File: src/rtl/uart_pkg.sv
`default_nettype none
// ============================================================================
//  Module      : uart_pkg
//  Description : Shared types and UART frame constants for the multi-
//                requester UART transmitter (arbiter FSM state, serializer
//                FSM state, frame geometry).
//  Revision    : 1.0 - initial release
// ============================================================================
package uart_pkg;

    // 8N1 framing: one start bit, eight data bits, one stop bit.
    localparam int DATA_BITS  = 8;
    localparam int FRAME_BITS = 10;

    typedef enum logic [0:0] {
        ARB_IDLE = 1'b0,
        ARB_LOCK = 1'b1
    } arb_state_t;

    typedef enum logic [0:0] {
        SER_IDLE  = 1'b0,
        SER_SHIFT = 1'b1
    } ser_state_t;

endpackage
`default_nettype wire

File: src/rtl/uart_tx_ser.sv
`default_nettype none
// ============================================================================
//  Module      : uart_tx_ser
//  Description : 8N1 UART serializer. Latches a byte on valid&ready and
//                shifts START, D0..D7 (LSB first), STOP, each held for
//                CLKS_PER_BIT clocks. Idle line is high.
//  Ports       : clk     - clock, rising edge
//                arst_n  - asynchronous active-low reset
//                valid   - byte offered
//                data    - byte to send
//                ready   - byte taken on this edge when valid is high
//                uart_tx - serial line output (registered)
//  Revision    : 1.0 - initial release
// ============================================================================
module uart_tx_ser
    import uart_pkg::*;
#(
    parameter int CLKS_PER_BIT = 1085
) (
    input  logic                 clk,
    input  logic                 arst_n,
    input  logic                 valid,
    input  logic [DATA_BITS-1:0] data,
    output logic                 ready,
    output logic                 uart_tx
);

    localparam int c_baud_w = $clog2(CLKS_PER_BIT);
    localparam int c_bit_w  = $clog2(FRAME_BITS);

    localparam logic [c_baud_w-1:0] c_baud_last     = c_baud_w'(CLKS_PER_BIT - 1);
    localparam logic [c_bit_w-1:0]  c_bit_stop      = c_bit_w'(FRAME_BITS - 1);
    localparam logic [c_bit_w-1:0]  c_bit_last_data = c_bit_w'(DATA_BITS);

    ser_state_t            r_state;
    logic [c_baud_w-1:0]   r_baud;
    logic [c_bit_w-1:0]    r_bit;
    logic [DATA_BITS-1:0]  r_shift;
    logic                  r_tx;

    logic w_bit_end;
    logic w_frame_end;
    logic w_accept;

    assign w_bit_end   = (r_baud == c_baud_last);
    assign w_frame_end = (r_state == SER_SHIFT) && (r_bit == c_bit_stop) && w_bit_end;

    // Ready already in the final STOP cycle so a queued byte starts on the
    // very next edge: back-to-back frames then have no idle gap.
    assign ready    = (r_state == SER_IDLE) || w_frame_end;
    assign w_accept = valid && ready;
    assign uart_tx  = r_tx;

    always_ff @(posedge clk or negedge arst_n) begin
        if (!arst_n) begin
            r_state <= SER_IDLE;
            r_baud  <= '0;
            r_bit   <= '0;
            r_shift <= '0;
            r_tx    <= 1'b1;
        end else if (w_accept) begin
            r_state <= SER_SHIFT;
            r_baud  <= '0;
            r_bit   <= '0;
            r_shift <= data;
            r_tx    <= 1'b0;
        end else if (r_state == SER_SHIFT) begin
            if (w_bit_end) begin
                r_baud <= '0;
                if (r_bit == c_bit_stop) begin
                    r_state <= SER_IDLE;
                    r_bit   <= '0;
                    r_tx    <= 1'b1;
                end else begin
                    r_bit <= r_bit + 1'b1;
                    // r_bit names the bit just finished; the next one is driven.
                    if (r_bit == c_bit_last_data) begin
                        r_tx <= 1'b1;
                    end else begin
                        r_tx    <= r_shift[0];
                        r_shift <= {1'b0, r_shift[DATA_BITS-1:1]};
                    end
                end
            end else begin
                r_baud <= r_baud + 1'b1;
            end
        end
    end

endmodule
`default_nettype wire

File: src/rtl/uart_tx_arb.sv
`default_nettype none
// ============================================================================
//  Module      : uart_tx_arb
//  Description : Round-robin, message-locked arbiter in front of a single
//                UART serializer. A requester keeps the grant until it hands
//                over a byte marked last, or until it stays silent for
//                LOCK_TIMEOUT cycles while the line is free.
//  Ports       : clk         - clock, rising edge
//                arst_n      - asynchronous active-low reset
//                req_valid   - per-requester byte valid  [NREQ]
//                req_data    - per-requester byte        [NREQ*8]
//                req_last    - last byte of a message    [NREQ]
//                req_ready   - byte accepted this edge   [NREQ]
//                gnt         - one-hot current owner     [NREQ]
//                uart_tx     - serial line, idle high
//                busy        - locked or frame in flight
//                timeout_err - one-cycle pulse on forced release
//  Revision    : 1.0 - initial release
// ============================================================================
module uart_tx_arb
    import uart_pkg::*;
#(
    parameter int NREQ         = 4,
    parameter int CLKS_PER_BIT = 1085,
    parameter int LOCK_TIMEOUT = 65535
) (
    input  logic              clk,
    input  logic              arst_n,
    input  logic [NREQ-1:0]   req_valid,
    input  logic [NREQ*8-1:0] req_data,
    input  logic [NREQ-1:0]   req_last,
    output logic [NREQ-1:0]   req_ready,
    output logic [NREQ-1:0]   gnt,
    output logic              uart_tx,
    output logic              busy,
    output logic              timeout_err
);

    localparam int               c_idx_w = $clog2(NREQ);
    localparam logic [NREQ-1:0]  c_one   = NREQ'(1);

    // Reset asserts immediately, releases two edges after arst_n rises.
    logic [1:0] r_rst_sync;
    logic       w_rst_n;

    always_ff @(posedge clk or negedge arst_n) begin
        if (!arst_n) begin
            r_rst_sync <= 2'b00;
        end else begin
            r_rst_sync <= {r_rst_sync[0], 1'b1};
        end
    end

    assign w_rst_n = r_rst_sync[1];

    arb_state_t            r_state;
    logic [NREQ-1:0]       r_gnt;
    logic [c_idx_w-1:0]    r_owner;
    logic [c_idx_w-1:0]    r_last_owner;
    logic                  r_timeout_err;

    logic                  w_ser_ready;
    logic                  w_owner_valid;
    logic                  w_owner_last;
    logic [DATA_BITS-1:0]  w_owner_data;
    logic                  w_accept;
    logic                  w_idle_cycle;
    logic                  w_expire;
    logic                  w_pick_found;
    logic [c_idx_w-1:0]    w_pick_idx;
    logic [c_idx_w-1:0]    w_cand;

    // Round-robin search starting one past the previous owner.
    always_comb begin
        w_pick_found = 1'b0;
        w_pick_idx   = '0;
        w_cand       = '0;
        for (int k = 1; k <= NREQ; k++) begin
            w_cand = c_idx_w'((int'(r_last_owner) + k) % NREQ);
            if (!w_pick_found && req_valid[w_cand]) begin
                w_pick_found = 1'b1;
                w_pick_idx   = w_cand;
            end
        end
    end

    assign w_owner_valid = req_valid[r_owner];
    assign w_owner_last  = req_last[r_owner];
    assign w_owner_data  = req_data[r_owner*8 +: 8];

    // r_gnt is zero outside ARB_LOCK, so this also gates ready by state.
    assign req_ready = r_gnt & {NREQ{w_ser_ready}};
    assign w_accept  = (r_state == ARB_LOCK) && w_owner_valid && w_ser_ready;

    // Silent owner with a free line: the cycles that count toward timeout.
    assign w_idle_cycle = (r_state == ARB_LOCK) && !w_owner_valid && w_ser_ready;

    generate
        if (LOCK_TIMEOUT > 0) begin : g_timeout
            localparam int c_to_w = (LOCK_TIMEOUT > 1) ? $clog2(LOCK_TIMEOUT) : 1;
            logic [c_to_w-1:0] r_idle_cnt;

            assign w_expire = w_idle_cycle && (r_idle_cnt == c_to_w'(LOCK_TIMEOUT - 1));

            always_ff @(posedge clk or negedge w_rst_n) begin
                if (!w_rst_n) begin
                    r_idle_cnt <= '0;
                end else if (w_idle_cycle && !w_expire) begin
                    r_idle_cnt <= r_idle_cnt + 1'b1;
                end else begin
                    r_idle_cnt <= '0;
                end
            end
        end else begin : g_no_timeout
            assign w_expire = 1'b0;
        end
    endgenerate

    always_ff @(posedge clk or negedge w_rst_n) begin
        if (!w_rst_n) begin
            r_state       <= ARB_IDLE;
            r_gnt         <= '0;
            r_owner       <= '0;
            r_last_owner  <= c_idx_w'(NREQ - 1);
            r_timeout_err <= 1'b0;
        end else begin
            r_timeout_err <= 1'b0;
            case (r_state)
                ARB_IDLE: begin
                    if (w_pick_found) begin
                        r_state <= ARB_LOCK;
                        r_gnt   <= c_one << w_pick_idx;
                        r_owner <= w_pick_idx;
                    end
                end
                ARB_LOCK: begin
                    if (w_accept && w_owner_last) begin
                        r_state      <= ARB_IDLE;
                        r_gnt        <= '0;
                        r_last_owner <= r_owner;
                    end else if (w_expire) begin
                        r_state       <= ARB_IDLE;
                        r_gnt         <= '0;
                        r_last_owner  <= r_owner;
                        r_timeout_err <= 1'b1;
                    end
                end
                default: begin
                    r_state <= ARB_IDLE;
                    r_gnt   <= '0;
                end
            endcase
        end
    end

    uart_tx_ser #(
        .CLKS_PER_BIT (CLKS_PER_BIT)
    ) u_ser (
        .clk     (clk),
        .arst_n  (w_rst_n),
        .valid   (w_accept),
        .data    (w_owner_data),
        .ready   (w_ser_ready),
        .uart_tx (uart_tx)
    );

    assign gnt         = r_gnt;
    assign timeout_err = r_timeout_err;
    // A serializer able to take a byte counts as idle: its last STOP cycle
    // is the hand-over point to the next frame.
    assign busy        = (r_state == ARB_LOCK) || !w_ser_ready;

endmodule
`default_nettype wire

File: config.mk
export PLATFORM = sky130hd
export DESIGN_NAME = uart_tx_arb
export DESIGN_NICKNAME = d
export VERILOG_FILES = /design/src/rtl/uart_pkg.sv /design/src/rtl/uart_tx_ser.sv /design/src/rtl/uart_tx_arb.sv
export SDC_FILE = /design/constraint.sdc
export NUM_CORES = 1
export LEC_CHECK = 0
export CORE_ASPECT_RATIO = 0.75
export CORE_MARGIN = 2
export CORE_UTILIZATION = 30
export CTS_BUF_LIST = sky130_fd_sc_hd__clkbuf_8 sky130_fd_sc_hd__clkbuf_16
export DETAILED_ROUTE_END_ITERATION = 8
export SKIP_CTS_REPAIR_TIMING = 1
export SYNTH_ARGS = -nofsm -noshare
export SYNTH_HDL_FRONTEND = slang
export SYNTH_SLANG_ARGS = --single-unit
File: constraint.sdc
create_clock -name clk -period 2.1 [get_ports clk]
set_input_delay 0.21 -clock clk [delete_from_list [all_inputs] [get_ports clk]]
set_output_delay 0.21 -clock clk [all_outputs]
set_load 0.03 [all_outputs]
==> results of run 1 <==
## cell type report
type                    count  area, um^2
clock inverters             3        17.5
well taps                 132         165
multi-input cells         220        1700
fillers                   913        5540
flip-flops and latches     53        1330
clock buffers               5         125
repair buffers             85         813
inverters                  13        48.8
## per-layer routing
metal | track usage, % | vias to the layer above | part of all wire [%]
li1 | - | 1198 | -
met1 | 20.0 | 1180 | 51
met5 | 0 | - | 0
met3 | 2.97 | 10 | 2.8
met4 | 3.53 | 0 | 1.4
met2 | 19.7 | 30 | 45
## Yosys cell counts (2+ instances only)
cell and instances:
a21oi_4 2, mux2i_1 10, xor2_1 9, nand3b_1 4
o2bb2ai_1 2, nand2_1 30, o21ai_0 11, dfstp_2 3
nand2b_1 5, nor3_1 4, dfrtp_1 50, and3_1 3
mux4_2 9, and2_2 5, xnor2_1 13, mux2_4 2
inv_1 13, o22ai_1 2, nor4_1 5, nand4_1 4
or2_2 8, a21oi_1 10, nor3b_1 2, clkbuf_1 6
or3_1 3, ha_1 7, a2bb2oi_1 7, nor2_1 34
nand3_1 11, nand2_4 2
## final timing paths
check                      cells past startpoint                      endpoint
max                                            5                  req_ready[0]
min                                            1       r_rst_sync[0]$_DFF_PN0_
max reg2reg                                    8  u_ser.r_shift[3]$_DFFE_PN0P_
min reg2reg                                    0   u_ser.r_baud[1]$_DFFE_PN0P_
max in group asynchronous                      1   r_last_owner[0]$_DFFE_PN1P_
min in group clk                               0       r_rst_sync[1]$_DFF_PN0_
## flip-flops by register name, indices dropped and copies added, names as in the netlist, 2 cells and up
register,cells
g_timeout.r_idle_cnt,16
gnt,4
r_last_owner,2
r_owner,2
r_rst_sync,2
u_ser.r_baud,11
u_ser.r_bit,4
u_ser.r_shift,8
## per-stage QoR
step	std cells	hold slack (ns)	area [um^2]	setup WS, ns
floorplan	294	-0.0856	3020	-0.0651
global placement	497	0.243	3890	-0.00215
detailed placement	497	0.243	3890	0.0127
CTS	505	0.0702	4030	-0.318
global route	511	0.0705	4200	-0.248
finish	511	0.0696	4200	-0.182
## worst reg2reg max path, delay by kind of cell, from the launching register on
kind            cells  cell delay (ns)
simple gates        2             0.63
compound gates      2             0.46
mux                 1             0.22
buf+inv             3             0.46
flops               1             0.38
## logic make-up after synthesis
logic type | count (synthesis)
and+or+nand+nor | 126
xor gates and xnor gates | 22
AOI/OAI and AO/OA | 41
muxes | 22
DFF | 53
buffers and inverters | 22
other | 1
adders and majority gates | 7
## where the power goes
part	internal (mW)	switching (mW)	total, mW	leakage [nW]
registers	1.03	0.0201	1.05	0.650
clock network	0.441	0.376	0.817	0.0754
logic	0.149	0.0975	0.246	1.04
total	1.62	0.494	2.12	1.76
==> key figures, run 1 <==
Global route
  • Gr ovfl total: 0
  • Initial antenna violation count: 0
  • Vias in the first global route: 2403
  • First-pass GRT wire length: 11900 um
  • Largest net degree at the start of global routing: 33
  • GRT Total Usage: 13.5%

Power
  • Pwr dens: 504 nW/um^2
  • Total power: 2.12 mW
  • Leakage Power: 1.76 nW
  • Worst vdd ir: 316 uV

Placement
  • GP Congestion: 0.804
  • Post-DP HPWL: 5330 um
  • Port-buffer cells: 52

CTS
  • Clk sink count: 53
  • Num CTS Buffers: 5
  • Clk slew on worst S/H paths: 0.07 ns
  • TritonCTS clock tree: done
  • Clock Tree Buf Depth: 2
  • H-tree depth: 2
  • Clock Tree Root: clkbuf_16
  • Worst skew pair latency: 0.30 ns

Route
  • Antenna Nets Post-Route: 0
  • Total number of vias: 2418
  • DRC viols: 0
  • Wirelength per Cell: 14.0 um
  • First drt pass iteration count: 4
  • DRT iter0 DRCs: 87
  • DR vias/cell: 4.73
  • WL final: 7150 um

Setup path
  • Crit path max fanout: 8
  • Setup slack, reg-to-reg: -0.16 ns
  • Crit-path slowest cell: or4b_4
  • Crit path from: u_ser.r_baud[6]$_DFFE_PN0P_
  • Critical Path AT: 2.07 ns
  • Worst-path cell chain: or4b_4, o41ai_4, buf_6, and2_4, buf_6
  • Crit start category: flop
  • Largest stage delay, worst path: 0.57 ns
  • Required @ worst endpoint: 1.89 ns
  • Buf/Inv on CP: 2
  • CP delay by family, top: simple AND/OR/NAND/NOR gates
  • Path type of the worst setup path: flop to primary output
  • Crit end category: primary output
  • R2r startpoint: u_ser.r_baud[6]$_DFFE_PN0P_
  • Most frequent CP cell: buf_6

Yosys
  • Number of synthesized register bits: 53
  • Async SR Flop Fraction: 100%
  • Largest family of logic cells by synthesized area: simple AND/OR/NAND/NOR gates
  • Dominant synthesized flop cell: dfrtp_1
  • Mux share of post-synthesis cell area: 11.4%
  • Xor and xnor fraction of the mapped netlist area: 6.39%
  • Cell area after synthesis: 3020 um^2
  • Adder-cell share of the synthesized area: 2.90%
  • Top cell type's share of synthesized area: 41.5%
  • Synth Area in Simple Gates: 21.9%
  • Top cell type by total area after synthesis: dfrtp_1
  • Number of enable flip-flop cells after synthesis: 0
  • Yosys warns: 0
  • Mapped Cells: 294
  • Yosys cell types: 48
  • Synth top area cells: dfrtp_1, mux4_2, nor2_1
  • Synth Area per Inst: 10.3 um^2
  • Syn nets: 343
  • Compound-Gate Fraction of Synth Area: 10.2%
  • Seq/Total Area, Yosys: 44.1%

Finish
  • Final net count: 427
  • N_diodes: 0
  • Commonest non-fill, non-tap cell in the layout: dfrtp_1
  • Commonest cells after routing, fill and taps aside: dfrtp_1, clkdlybuf4s50_1, nand2_1
  • Share of cells above drive strength 1: 27.4%
  • Area growth syn-to-layout: 39.2%
  • Util after Layout: 43.1%

STA
  • Post-route setup slack: -0.182 ns
  • Slew @ Worst Pin: 0.558 ns
  • Final slew viol count: 0
  • Final setup TNS: -2.43 ns
  • Post-route clock period utilization: 109%
  • RSZ-0062 raised after global routing: true
  • Final Hold Viols: 0
  • Fmax: 438 MHz
  • Crit path time final: 2.28 ns
  • Final setup fails: 27
  • Slew HR: 62.8%
  • Clock skew: 0.00936 ns

Floorplanning
  • Chip height: 90.8 um
  • Core Region: 9740 um^2
  • Die Wd: 120 um
  • Num rows: 31
  • Initial Util: 31.0%
  • Full die area: 10900 um^2
  • Io pins: 53

Hold path
  • HP Class: input port to async pin

Outcome
  • Status: finished with violations
  • Failing checks: negative setup slack

Flow run
  • Max-cap violation count: 0
Power figures use the tool's default switching activity.
==> run 2: changes to the inputs <==
Settings changed: CTS_CLUSTER_DIAMETER set to 150.
==> results of run 2 <==
Same layout as run 1: the final DEF is identical, and so are final timing and power.
==> run 3: changes to the inputs <==
Clock period 2.1 ns to 2.61 ns, I/O delays scaled along.
==> key figures, run 3 (synthesis gave the netlist of run 1 again) <==
Outcome
  • Status: finished, final reports clean

Route
  • Total number of vias: 2286
  • DR vias/cell: 4.69
  • First drt pass iteration count: 4
  • WL final: 6760 um
  • DRC viols: 0
  • DRT iter0 DRCs: 128
  • Antenna Nets Post-Route: 0
  • Wirelength per Cell: 13.9 um

Setup path
  • Buf/Inv on CP: 2
  • Largest stage delay, worst path: 0.58 ns
  • Most frequent CP cell: buf_4
  • Crit path max fanout: 9
  • Worst-path cell chain: or4b_4, o41ai_4, buf_4, and2_2, buf_4
  • CP delay by family, top: simple AND/OR/NAND/NOR gates
  • Path type of the worst setup path: flop to primary output
  • Critical Path AT: 2.19 ns
  • Required @ worst endpoint: 2.35 ns
  • Crit-path slowest cell: or4b_4
  • Crit end category: primary output
  • Crit start category: flop

Global route
  • Vias in the first global route: 2313
  • Initial antenna violation count: 0
  • Largest net degree at the start of global routing: 19
  • Gr ovfl total: 0
  • First-pass GRT wire length: 11600 um
  • GRT Total Usage: 13.3%

Power
  • Worst vdd ir: 360 uV
  • Pwr dens: 444 nW/um^2
  • Leakage Power: 1.62 nW

Placement
  • Place WS: 0.324 ns
  • GP Congestion: 0.773
  • Port-buffer cells: 52
  • Area after DPL: 3730 um^2
  • Post-DP HPWL: 5150 um

STA
  • Final slew viol count: 0
  • Clock skew: 0.0101 ns
  • Final Hold Viols: 0
  • Post-route setup slack: 0.158 ns
  • Post-route clock period utilization: 93.9%
  • Hold slack: 0.120 ns
  • Final setup fails: 0
  • Crit path time final: 2.45 ns
  • Slew @ Worst Pin: 0.660 ns
  • Fmax: 408 MHz
  • Final setup TNS: 0 ns
  • RSZ-0062 raised after global routing: false
  • Slew HR: 56.0%

Finish
  • Final net count: 403
  • Area growth syn-to-layout: 28.7%
  • Share of cells above drive strength 1: 16.6%
  • Commonest non-fill, non-tap cell in the layout: dfrtp_1
  • Util after Layout: 39.9%
  • Largest regs: g_timeout.r_idle_cnt (16), u_ser.r_baud (11), u_ser.r_shift (8)
  • Fillcell total: 927
  • Commonest cells after routing, fill and taps aside: dfrtp_1, clkdlybuf4s50_1, nor2_1
  • Design area: 3880 um^2
  • N_diodes: 0
  • Max reg flops: 16
  • Biggest register: g_timeout.r_idle_cnt

CTS
  • TritonCTS clock tree: done
  • Clock Tree Root: clkbuf_16
  • Clock Tree Buf Depth: 2
  • Clk slew on worst S/H paths: 0.07 ns
  • Num CTS Buffers: 5
  • Clk sink count: 53
  • H-tree depth: 2
  • Worst skew pair latency: 0.29 ns

Floorplanning
  • Die Wd: 120 um
  • Core Region: 9740 um^2
  • Io pins: 53
  • Chip height: 90.8 um
  • Num rows: 31
  • Initial Util: 31.0%
  • Full die area: 10900 um^2

Hold path
  • HP Class: input port to async pin

Flow run
  • Max-cap violation count: 0
-- run 3: cell count changes in the layout (fill, tap and decap cells not counted), moves of 3 or more --
cell / change
a2bb2oi_1: +6
a2bb2oi_2: -6
and2_2: +4
and2_4: -4
buf_12: -3
buf_4: -14
buf_6: -6
nor2_1: +11
nor2_2: -11
o21ai_0: +3
-- run 3: metrics by stage --
stage / total power [mW] / cells
finish: 1.73 / 487
global route: 1.82 / 487
CTS: 1.76 / 487
detailed placement: 1.06 / 479
global placement: 1.05 / 479
floorplan: 0.951 / 294
-- run 3: per-layer routing --
| layer | up-vias | GRT usage (%) | routed length [um] |
|---|---|---|---|
| li1 | 1148 | - | - |
| met1 | 1107 | 20.0 | 3650 |
| met2 | 26 | 19.5 | 2900 |
| met3 | 5 | 3.03 | 167 |
| met4 | 0 | 2.65 | 45 |
| met5 | - | 0 | 0 |
-- run 3: path summary, 6_finish.rpt --
check	startpoint	endpoint	slack (ns)	cells after the start
max in group asynchronous	r_rst_sync[1]$_DFF_PN0_	r_last_owner[1]$_DFFE_PN1P_	1.78	1
setup / recovery	u_ser.r_baud[6]$_DFFE_PN0P_	req_ready[2]	0.16	5
min in group clk	r_rst_sync[0]$_DFF_PN0_	r_rst_sync[1]$_DFF_PN0_	0.37	0
setup reg to reg	u_ser.r_baud[6]$_DFFE_PN0P_	u_ser.r_shift[5]$_DFFE_PN0P_	0.32	6
hold reg to reg	r_rst_sync[1]$_DFF_PN0_	g_timeout.r_idle_cnt[5]$_DFF_PN0_	0.18	0
hold / removal	arst_n	r_rst_sync[0]$_DFF_PN0_	0.12	1
-- run 3: area by class of cell --
class,instances,area (um^2),share of cell area [%]
Clock buffer,6,139,3.58
Sequential cell,53,1330,34.3
Inverter,13,48.8,1.26
Clock inverter,2,16.3,0.419
Timing Repair Buffer,62,588,15.1
Multi-Input combinational cell,219,1600,41.1
Tap cell,132,165,4.25
-- run 3: worst register-to-register path, cell delays in order (launching register included) --
cell	delay, ns
dfrtp_1	0.41
or4b_4	0.58
o41ai_4	0.35
buf_4	0.25
nand2_4	0.16
a21oi_4	0.29
a2bb2oi_1	0.19
-- run 3: power by group --
group	internal (mW)	switching (mW)	total, mW
Clock	0.386	0.303	0.689
Combinational	0.116	0.0753	0.191
Sequential	0.830	0.0158	0.846
Total	1.33	0.394	1.73
